`src/rtl/mem_stage_pkg.sv`:
```
// Shared instruction codes and decode groupings for the memory stage.
// Also holds the misalignment rule used when MEM_STAGE_MISALIGN_TRAP_EN is defined.
package mem_stage_pkg;

  localparam logic [5:0] i_nop  = 6'd0;
  localparam logic [5:0] i_add  = 6'd1;
  localparam logic [5:0] i_addi = 6'd2;
  localparam logic [5:0] i_sub  = 6'd3;
  localparam logic [5:0] i_lui  = 6'd4;
  localparam logic [5:0] i_beq  = 6'd8;
  localparam logic [5:0] i_bne  = 6'd9;
  localparam logic [5:0] i_blt  = 6'd10;
  localparam logic [5:0] i_bge  = 6'd11;
  localparam logic [5:0] i_bltu = 6'd12;
  localparam logic [5:0] i_bgeu = 6'd13;
  localparam logic [5:0] i_lb   = 6'd16;
  localparam logic [5:0] i_lh   = 6'd17;
  localparam logic [5:0] i_lw   = 6'd18;
  localparam logic [5:0] i_lbu  = 6'd19;
  localparam logic [5:0] i_lhu  = 6'd20;
  localparam logic [5:0] i_sb   = 6'd24;
  localparam logic [5:0] i_sh   = 6'd25;
  localparam logic [5:0] i_sw   = 6'd26;

  function automatic logic is_load(input logic [5:0] code);
    return (code == i_lb) || (code == i_lh) || (code == i_lw) ||
           (code == i_lbu) || (code == i_lhu);
  endfunction

  function automatic logic is_store(input logic [5:0] code);
    return (code == i_sb) || (code == i_sh) || (code == i_sw);
  endfunction

  function automatic logic is_branch(input logic [5:0] code);
    return (code == i_beq) || (code == i_bne) || (code == i_blt) ||
           (code == i_bge) || (code == i_bltu) || (code == i_bgeu);
  endfunction

  function automatic logic is_half(input logic [5:0] code);
    return (code == i_lh) || (code == i_lhu) || (code == i_sh);
  endfunction

  function automatic logic is_word(input logic [5:0] code);
    return (code == i_lw) || (code == i_sw);
  endfunction

  function automatic logic is_misaligned(input logic [5:0] code, input logic [1:0] addr);
    return (is_half(code) && addr[0]) || (is_word(code) && (addr != 2'b00));
  endfunction

endpackage

```
`src/rtl/mem_load_align.sv`:
```
// Combinational byte-lane unit: extracts and extends load data, and builds
// replicated store data with byte strobes from the same offset logic.
module mem_load_align
  import mem_stage_pkg::*;
(
  input  logic [31:0] data_in,
  input  logic [1:0]  offset,
  input  logic [5:0]  code,
  output logic [31:0] ext_data,
  output logic [31:0] lane_data,
  output logic [3:0]  lane_strb
);

  logic [1:0]  eff;
  logic [31:0] shifted;

  // Offset bits that would misalign are dropped, so halves use addr[1] and words ignore both.
  always_comb begin
    eff = offset;
    if (is_half(code)) begin
      eff = {offset[1], 1'b0};
    end else if (is_word(code)) begin
      eff = 2'b00;
    end
    shifted   = data_in >> {eff, 3'b000};
    ext_data  = shifted;
    lane_data = data_in;
    lane_strb = 4'b0000;
    case (code)
      i_lb:  ext_data = {{24{shifted[7]}}, shifted[7:0]};
      i_lbu: ext_data = {24'h000000, shifted[7:0]};
      i_lh:  ext_data = {{16{shifted[15]}}, shifted[15:0]};
      i_lhu: ext_data = {16'h0000, shifted[15:0]};
      i_sb: begin
        lane_data = {4{data_in[7:0]}};
        lane_strb = 4'b0001 << eff;
      end
      i_sh: begin
        lane_data = {2{data_in[15:0]}};
        lane_strb = 4'b0011 << eff;
      end
      i_sw:    lane_strb = 4'b1111;
      default: ;
    endcase
  end

endmodule

```
`src/rtl/mem_stage.sv`:
```
// Memory-access stage: pass-through to writeback or a req/gnt/rvalid memory transaction.
// Define MEM_STAGE_MISALIGN_TRAP_EN to trap misaligned accesses instead of masking the address.
module mem_stage
  import mem_stage_pkg::*;
#(
  parameter int WIDTH = 32
) (
  input  logic             clk,
  input  logic             rst,
  input  logic             valid_in,
  output logic             ready_in,
  input  logic [5:0]       instr_in,
  input  logic [WIDTH-1:0] alu_out,
  input  logic [WIDTH-1:0] store_data,
  input  logic [4:0]       rd_in,
  output logic             mem_req,
  output logic             mem_we,
  output logic [31:0]      mem_addr,
  output logic [31:0]      mem_wdata,
  output logic [3:0]       mem_wstrb,
  input  logic             mem_gnt,
  input  logic             mem_rvalid,
  input  logic [31:0]      mem_rdata,
  output logic             wb_valid,
  output logic             wb_we,
  output logic [WIDTH-1:0] wb_data,
  output logic [4:0]       wb_rd,
  output logic             misalign
);

  typedef enum logic [1:0] {IDLE, REQ, WAIT} state_t;

  state_t      state, next_state;
  logic        accept, mem_op, misal;
  logic [1:0]  off_q;
  logic [5:0]  code_q;
  logic [4:0]  rd_q;
  logic [31:0] al_data;
  logic [1:0]  al_offset;
  logic [5:0]  al_code;
  logic [31:0] al_ext, al_lane_data;
  logic [3:0]  al_lane_strb;

  assign accept = valid_in && ready_in;
  assign mem_op = is_load(instr_in) || is_store(instr_in);

`ifdef MEM_STAGE_MISALIGN_TRAP_EN
  assign misal = is_misaligned(instr_in, alu_out[1:0]);
`else
  assign misal = 1'b0;
`endif

  // One lane unit serves both directions: store steering while idle, load extraction otherwise.
  assign al_data   = (state == IDLE) ? store_data : mem_rdata;
  assign al_offset = (state == IDLE) ? alu_out[1:0] : off_q;
  assign al_code   = (state == IDLE) ? instr_in : code_q;

  mem_load_align u_align (
    .data_in   (al_data),
    .offset    (al_offset),
    .code      (al_code),
    .ext_data  (al_ext),
    .lane_data (al_lane_data),
    .lane_strb (al_lane_strb)
  );

  always_ff @(posedge clk or negedge rst) begin
    if (!rst) begin
      state <= IDLE;
    end else begin
      state <= next_state;
    end
  end

  always_comb begin
    next_state = state;
    ready_in   = 1'b0;
    mem_req    = 1'b0;
    case (state)
      IDLE: begin
        ready_in = 1'b1;
        if (accept && mem_op && !misal) next_state = REQ;
      end
      REQ: begin
        mem_req = 1'b1;
        if (mem_gnt) next_state = mem_we ? IDLE : WAIT;
      end
      WAIT: begin
        if (mem_rvalid) next_state = IDLE;
      end
      default: next_state = IDLE;
    endcase
  end

  // Request fields are captured once on accept so they stay stable across REQ.
  always_ff @(posedge clk or negedge rst) begin
    if (!rst) begin
      mem_we    <= 1'b0;
      mem_addr  <= '0;
      mem_wdata <= '0;
      mem_wstrb <= '0;
      off_q     <= '0;
      code_q    <= '0;
      rd_q      <= '0;
      wb_valid  <= 1'b0;
      wb_we     <= 1'b0;
      wb_data   <= '0;
      wb_rd     <= '0;
      misalign  <= 1'b0;
    end else begin
      wb_valid <= 1'b0;
      misalign <= 1'b0;
      case (state)
        IDLE: begin
          if (accept) begin
            if (mem_op && !misal) begin
              mem_we    <= is_store(instr_in);
              mem_addr  <= {alu_out[31:2], 2'b00};
              mem_wdata <= al_lane_data;
              mem_wstrb <= al_lane_strb;
              off_q     <= alu_out[1:0];
              code_q    <= instr_in;
              rd_q      <= rd_in;
            end else begin
              wb_valid <= 1'b1;
              wb_we    <= !is_branch(instr_in) && !misal;
              wb_data  <= alu_out;
              wb_rd    <= rd_in;
              misalign <= misal;
            end
          end
        end
        REQ: begin
          if (mem_gnt && mem_we) begin
            wb_valid <= 1'b1;
            wb_we    <= 1'b0;
            wb_rd    <= rd_q;
          end
        end
        WAIT: begin
          if (mem_rvalid) begin
            wb_valid <= 1'b1;
            wb_we    <= 1'b1;
            wb_data  <= al_ext;
            wb_rd    <= rd_q;
          end
        end
        default: ;
      endcase
    end
  end

endmodule
```
`config.mk`:
```
export PLATFORM = sky130hd
export DESIGN_NAME = mem_stage
export DESIGN_NICKNAME = d
export VERILOG_FILES = /design/src/rtl/mem_stage_pkg.sv /design/src/rtl/mem_load_align.sv /design/src/rtl/mem_stage.sv
export SDC_FILE = /design/constraint.sdc
export NUM_CORES = 1
export LEC_CHECK = 0
export BUFFER_PORTS_ARGS = -buffer_cell sky130_fd_sc_hd__buf_2
export CAP_MARGIN = 20
export CORE_ASPECT_RATIO = 0.75
export CORE_MARGIN = 4
export CORE_UTILIZATION = 51
export CTS_CLUSTER_DIAMETER = 60
export DETAILED_ROUTE_END_ITERATION = 12
export GPL_TIMING_DRIVEN = 0
export PLACE_DENSITY = 0.9
export REMOVE_ABC_BUFFERS = 1
export SLEW_MARGIN = 10
export SYNTH_ARGS = -nofsm -noshare
export SYNTH_HDL_FRONTEND = slang
export SYNTH_SLANG_ARGS = --single-unit
export TNS_END_PERCENT = 100
```
`constraint.sdc`:
```
create_clock -name clk -period 3.8 [get_ports clk]
set_input_delay 0.19 -clock clk [delete_from_list [all_inputs] [get_ports clk]]
set_output_delay 0.19 -clock clk [all_outputs]
set_load 0.02 [all_outputs]
```
==> reports/qor.yml, run 1 <==
fin_crit_sh_pct: 95.3
root_buffer: "clkbuf_16"
drtAntennaViolNets: 0
hp-class: "in -> reg"
grt_usage_pct: 29.2
synth-edff-count: 0
reg2reg_depth: 12
p_per_area_nw_per_um2: 1020
wl_per_cell_um: 18.8
drv_cap: 0
tightestPinTransition_ns: 1.07
clockBufferDepth: 2
vias: 6709
nNetsFinal: 1094
insertion_delay_ns: 0.41
grt.overflow.total: 0
ir_drop_mv: 0.685
drt_pre_antenna_iters: 5
worst_hold_path.num_cells: 3
start_util_pct: 52.9
dieArea_um2: 14800
cp_slowest_stage_delay_ns: 0.41
htreeDepth: 4
antenna_cells: 0
min_period_ns: 3.62
port_buffers: 219
area_delta_synth_final_pct: 32.3
ys_warn_count: 0
path_clk_slew_ns: 0.06
synth_area_um2: 6600
ios: 223
coreArea_um2: 12500
fin_area_um2: 8730
rows: 35
synthArstFlopShare_pct: 100
cp_cell_sequence: "inv_1 -> ha_4 -> buf_12 -> mux2i_4 -> nor4_1 -> a311oi_4 -> buf_6 -> a21boi_1 -> o41ai_4 -> a311oi_4 -> buf_12 -> a21oi_1"
die_height_um: 107
gp_congestion: 0.887
cp_data_required_time_ns: 4.08
setup_viol: 0
hold_viol: 0
clkSinkCount: 121
crit_arrival_ns: 3.90
max_freq_mhz: 276
cts_made_buffers: 17
place_area_um2: 7840
grt_max_degree: 76
yosysTopAreaCellShare_pct: 45.9
grt_pass1_wl_um: 34600
antenna_found_initial: 0
drv_slew: 0
fin_hold_ws_ns: 0.0185
yosys.cell_count.top_type: "nand2_1"
synth_cell_types: 53
drc_errors: 0
critPathTopFamily: "compound AO/OA/AOI/OAI gates"
synth.area.top_cells: "dfrtp_1 46%, nand2_1 12%, mux2_2 5.8%"
yosys.area.top_type: "dfrtp_1"
cp.depth: 12
synthFlopType: "dfrtp_1"
die_x_um: 139
drt_iter0_drc: 509
seq_area_frac_synth_pct: 45.9
dp_hpwl_um: 14800
relSlewSlack_pct: 27.1
syn_inst: 758
crit_path_max_fanout: 40
cp_slowest_cell: "dfrtp_1"
cp.buffers_inverters: 4
fin_util_pct: 69.9
drive_above_1_share_pct: 33.0
crit_type: "reg -> reg"
cts_tree: "yes"
leakage_nw: 4.31
r2r_setup_slack_ns: 0.18
ys_ff_latch: 121
critPathCaptureType: "register"
final.setup.tns_ns: 0
cp-start-kind: "register"
skew_ns: 0.0141
postSynthAreaPerCell_um2: 8.71
viasPerCell: 5.80
grt_pass1_vias: 6758
wirelength_um: 21800
synth_common_cells: "211 x nand2_1, 121 x dfrtp_1, 62 x o21ai_0"
status: "finished clean"
## layout by cell type, fill, tap and decap left out, drive strengths merged, types with 5 or more instances in the layout
| cell type | netlist | final |
|---|---|---|
| o211ai | 13 | 13 |
| mux2 | 34 | 34 |
| and3 | 8 | 8 |
| nor2 | 47 | 47 |
| a21oi | 55 | 55 |
| o22a | 5 | 5 |
| nand2b | 5 | 5 |
| a22oi | 7 | 7 |
| nand3 | 16 | 16 |
| buf | 23 | 232 |
| inv | 6 | 8 |
| dfrtp | 121 | 121 |
| dlygate4sd3 | 0 | 24 |
| clkinvlp | 0 | 6 |
| a31oi | 7 | 7 |
| clkinv | 0 | 5 |
| or3 | 16 | 16 |
| o21ai | 69 | 69 |
| mux2i | 28 | 28 |
| clkbuf | 34 | 18 |
| o31ai | 10 | 10 |
| nand2 | 212 | 212 |
| nor3b | 5 | 5 |
## cell families after synthesis
logic type	Yosys count	share of synthesized area, %
XOR/XNOR	2	0.266
flip-flops	121	45.9
multiplexers	62	10.0
adder cells (fa/ha/maj)	4	0.758
AND/OR/NAND/NOR	325	21.3
other	1	0.0568
AO/OA/AOI/OAI	180	17.2
buffers and inverters	63	4.57
## metal layers
layer	GRT usage, %	wire (um)	share of wire [%]	vias up
met5	0	0	0	-
met4	10.6	495	2.3	0
met3	8.00	2180	10	57
met2	49.1	10600	49	411
met1	36.2	8440	39	3198
li1	-	-	-	3043
## state kept, by name, indices dropped and copies added (netlist names)
name	count
code_q	6
mem_addr	30
mem_wdata	32
mem_we	1
mem_wstrb	4
off_q	2
rd_q	5
state	2
wb_data	32
wb_rd	5
wb_valid	1
wb_we	1
## metrics by stage
| step | setup WS (ns) | total power, W | cells |
|---|---|---|---|
| 2_1_floorplan | -2.22 | 0.00543 | 703 |
| 3_3_place_gp | -3.81 | 0.00684 | 1088 |
| 3_5_place_dp | -0.699 | 0.00711 | 1096 |
| 4_1_cts | 0.0598 | 0.00876 | 1155 |
| 5_1_grt | -0.00606 | 0.00944 | 1157 |
| 6_report | 0.178 | 0.00888 | 1157 |
## worst paths after layout
| kind | from | to |
|---|---|---|
| min in group asynchronous | rst | code_q[2]$_DFFE_PN0P_ |
| setup / recovery | state[1]$_DFFE_PN0P_ | wb_data[17]$_DFFE_PN0P_ |
| hold reg to reg | mem_addr[15]$_DFFE_PN0P_ | mem_addr[15]$_DFFE_PN0P_ |
| setup reg to reg | state[1]$_DFFE_PN0P_ | wb_data[17]$_DFFE_PN0P_ |
| max in group asynchronous | rst | mem_addr[19]$_DFFE_PN0P_ |
| hold / removal | alu_out[23] | mem_addr[23]$_DFFE_PN0P_ |
## tightest hold or removal path, cell delays in order
cell and delay, ns:
buf_2 0.10, nand2_1 0.05, nand2_1 0.05
## layout make-up
cell class | count | area (um^2)
sequential | 121 | 3030
timing repair buffer | 256 | 1550
tap | 166 | 208
clock buffer | 18 | 439
fill | 915 | 3750
clock inverter | 14 | 125
inverter | 6 | 22.5
multi-input combinational | 576 | 3350
## repair_timing
| action | 4_1_cts | 5_1_grt |
|---|---|---|
| setup endpoints to repair | 24 | 24 |
| gates resized for setup | 2 | 2 |
| setup buffers | 3 | 1 |
| pin swaps | 2 | 2 |
| endpoints found under the hold margin | 97 | 0 |
| cloned | 0 | 0 |
| hold buffers | 24 | 0 |
## where the power goes
| group | internal (W) | switching, W |
|---|---|---|
| Sequential | 0.00193 | 0.000376 |
| Clock | 0.000918 | 0.000627 |
| Combinational | 0.00182 | 0.00321 |
Note: power is estimated with default switching activity, not from simulation.
==> inputs of run 2 (changes only) <==
--- a/config.mk
+++ b/config.mk
@@ -5,15 +5,16 @@
 export SDC_FILE = /design/constraint.sdc
 export NUM_CORES = 1
 export LEC_CHECK = 0
+export ABC_AREA = 1
 export BUFFER_PORTS_ARGS = -buffer_cell sky130_fd_sc_hd__buf_2
 export CAP_MARGIN = 20
 export CORE_ASPECT_RATIO = 0.75
 export CORE_MARGIN = 4
-export CORE_UTILIZATION = 51
+export CORE_UTILIZATION = 52
 export CTS_CLUSTER_DIAMETER = 60
 export DETAILED_ROUTE_END_ITERATION = 12
 export GPL_TIMING_DRIVEN = 0
-export PLACE_DENSITY = 0.9
+export PLACE_DENSITY = 0.91
 export REMOVE_ABC_BUFFERS = 1
 export SLEW_MARGIN = 10
 export SYNTH_ARGS = -nofsm -noshare
==> run 2 against run 1 <==
  * Clock skew is 0.0040 ns lower
  * Fmax is 1.1% higher
  * Wire length is 3.6% higher
  * Register-to-register slack better by 0.04 ns
  * Global-route usage is 0.22 points higher
  * Worst setup slack better by 0.041 ns
  * Final area is 1.1% higher
  * Sequential power is 2% lower
  * Synthesized cell count is 24% higher
  * Cell count is 14% higher
  * Sequential share of layout area is 0.37 points lower
  * First-iteration DRC count is 13% higher
  * Critical path type unchanged
  * Critical endpoint unchanged
  * Largest power group unchanged
==> reports/qor.yml, run 2 <==
ys_warn_count: 0  # unchanged
postSynthAreaPerCell_um2: 7.33  # -16%
cp.buffers_inverters: 4  # unchanged
antenna_found_initial: 0  # unchanged
wirelength_um: 22500  # +3.6%
crit_path_max_fanout: 39  # -2.5%
cp-start-kind: "register"
drive_above_1_share_pct: 27.7  # -5.3 points
p_per_area_nw_per_um2: 1030  # +1.1%
synth_common_cells: "264 x nand2_1, 121 x dfrtp_1, 106 x o21ai_0"
min_period_ns: 3.58  # -0.0408 ns
max_freq_mhz: 279  # +1.1%
path_clk_slew_ns: 0.06  # about the same
grt.overflow.total: 0  # unchanged
clockBufferDepth: 2  # unchanged
startpoint: "state[1]$_DFFE_PN0P_"
fin_crit_sh_pct: 94.2  # -1.1 points
drt_iter0_drc: 573  # +13%
clkSinkCount: 121  # unchanged
antenna_cells: 0  # unchanged
cp.depth: 16  # +4
start_util_pct: 53.1  # +0.20 points
grt_pass1_wl_um: 35200  # +1.8%
n_fill_cell: 1096  # +20%
root_buffer: "clkbuf_16"
multiInputGateArea_um2: 3280  # -2.3%
dieArea_um2: 15200  # +2.5%
crit_path_end: "wb_data[17]$_DFFE_PN0P_"
insertion_delay_ns: 0.41  # about the same
relSlewSlack_pct: 37.4  # +10 points
synth_area_um2: 6910  # +4.7%
ir_drop_mv: 0.514  # -25%
finalPower_w: 0.00908  # +2.2%
tightestPinTransition_ns: 0.939  # -0.133 ns
grt_max_degree: 67  # -12%
r2r_setup_slack_ns: 0.22  # +0.04 ns
yosys.cell_count.top_type: "nand2_1"
grt_usage_pct: 29.4  # +0.22 points
drc_errors: 0  # unchanged
synthFlopType: "dfrtp_1"
final_common_cell: "nand2_1"
nNetsFinal: 1252  # +14%
setup_viol: 0  # unchanged
hp-class: "in -> reg"
reg2reg_depth: 16  # +4
worst_hold_path.num_cells: 3  # unchanged
grt_pass1_vias: 6963  # +3.0%
drv_cap: 0  # unchanged
seq_area_um2: 3030  # unchanged
crit_arrival_ns: 3.93  # +0.03 ns
wl_per_cell_um: 17.1  # -9.2%
synth.area.top_cells: "dfrtp_1 44%, nand2_1 14%, o21ai_0 7.7%"
reg_top3: "mem_wdata (32), wb_data (32), mem_addr (30)"
place_area_um2: 8060  # +2.8%
drt_pre_antenna_iters: 5  # unchanged
gp_congestion: 0.814  # -8.2%
htreeDepth: 4  # unchanged
critPathTopFamily: "simple AND/OR/NAND/NOR gates"
rows: 36  # +2.9%
ys_ff_latch: 121  # unchanged
cp_cell_sequence: "inv_1 -> ha_2 -> buf_12 -> inv_4 -> nand3_1 -> nand2_2 -> nand2_2 -> nor2_1 -> a21oi_4 -> nor2_2 -> nand3_1 -> nand2_1 -> inv_1 -> nand3_1 -> nand2_1 -> nand2_1"
viasPerCell: 5.45  # -6.0%
die_x_um: 141  # +1.3%
r2r-end: "wb_data[17]$_DFFE_PN0P_"
port_buffers: 219  # unchanged
skew_ns: 0.0101  # -0.00404 ns
ios: 223  # unchanged
critPathCaptureType: "register"
area_delta_synth_final_pct: 27.7
cts_made_buffers: 17  # unchanged
coreArea_um2: 13000  # +4.3%
synthArstFlopShare_pct: 100  # unchanged
cp_slowest_stage_delay_ns: 0.67  # +0.26 ns
synth-edff-count: 0  # unchanged
hold_viol: 0  # unchanged
dp_slack_ns: -0.485  # +0.213 ns
leakage_nw: 4.77  # +11%
yosys.area.top_type: "dfrtp_1"
dp_hpwl_um: 15300  # +2.9%
crit_type: "reg -> reg"
fin_area_um2: 8820  # +1.1%
final_cell_mix: "263 x nand2_1, 219 x buf_2, 121 x dfrtp_1"
cp_slowest_cell: "nor2_2"
yosysTopAreaCellShare_pct: 43.8  # -2.1 points
drtAntennaViolNets: 0  # unchanged
syn_inst: 942  # +24%
final.setup.tns_ns: 0  # unchanged
status: "finished clean"
cp_data_required_time_ns: 4.15  # +0.07 ns
rr_startpoint: "state[1]$_DFFE_PN0P_"
vias: 7195  # +7.2%
seq_area_frac_synth_pct: 43.8  # -2.1 points
drv_slew: 0  # unchanged
worst_slack_ns: 0.219  # +0.0408 ns
die_height_um: 108  # +1.2%
synth_cell_types: 37  # -30%
cts_tree: "yes"
-- run 2: changes by cell type in the layout (fill, tap and decap cells not counted), sizes merged, moves of 26 or more --
cell and delta:
inv +94, nand3 +83, nand2 +57, o21ai +39
mux2 -34, or2 +26
-- run 2: cells by family after synthesis --
logic type | after synthesis | share of synthesized area, %
mux | 5 | 0.724
flops | 121 | 43.8
simple gates | 435 | 27.9
buf+inv | 161 | 9.58
fa+ha+maj | 4 | 0.724
compound gates | 215 | 17.2
other cells | 1 | 0.0543
-- run 2: per-stage QoR --
step	std cells	util [%]	hold WS, ns
5_1_grt	1320	67.8	0.0196
4_1_cts	1315	67.2	0.0165
3_3_place_gp	1275	61.1	0.420
6_report	1320	67.8	0.0263
3_5_place_dp	1280	61.9	0.180
2_1_floorplan	885	-	-0.106
-- run 2: layout make-up --
cell class / count / share of cell area, %
clock inverters: 12 / 1.97
flip-flops and latches: 121 / 34.3
clock buffers: 20 / 5.06
inverters: 102 / 4.40
multi-input cells: 663 / 37.2
repair buffers: 231 / 14.7
well taps: 171 / 2.42
-- run 2: worst min-delay path by stage --
| stage | start | end | slack [ns] |
|---|---|---|---|
| after floorplan | rst | code_q[0]$_DFFE_PN0P_ | -0.11 |
| after global placement | alu_out[3] | mem_addr[3]$_DFFE_PN0P_ | 0.42 |
| after detailed placement | rst | mem_addr[10]$_DFFE_PN0P_ | 0.18 |
| after CTS | alu_out[0] | off_q[0]$_DFFE_PN0P_ | 0.02 |
| after global routing | alu_out[0] | off_q[0]$_DFFE_PN0P_ | 0.02 |
| final | alu_out[0] | off_q[0]$_DFFE_PN0P_ | 0.03 |
-- run 2: power by group --
| group | internal [W] | total (W) | switching (W) | leakage (nW) |
|---|---|---|---|---|
| sequential | 0.00192 | 0.00226 | 0.000340 | 1.49 |
| clock | 0.00111 | 0.00170 | 0.000588 | 0.304 |
| combinational | 0.00167 | 0.00512 | 0.00345 | 2.98 |
-- run 2: layer usage --
layer  routed length (um)  share of wire (%)  track usage [%]  vias up
met4                  378                1.7             8.71        0
met5                    0                  0                0        -
met2                10800                 48             49.9      334
met3                 2150                9.5             7.64       35
li1                     -                  -                -     3437
met1                 9250                 41             37.1     3389
-- run 2: timing repair --
action                                  CTS  global route
endpoints found under the setup margin   29            24
endpoints found under the hold margin    55             0
buffers inserted                          2             3
hold buffers                              1             0
gates cloned                              0             1
gates resized for setup                   3             2
pin swaps                                 1             1
-- run 2: tightest hold or removal path, stage by stage --
cell and delay, ns:
buf_2 0.10, nand2_1 0.05, nand2_1 0.06
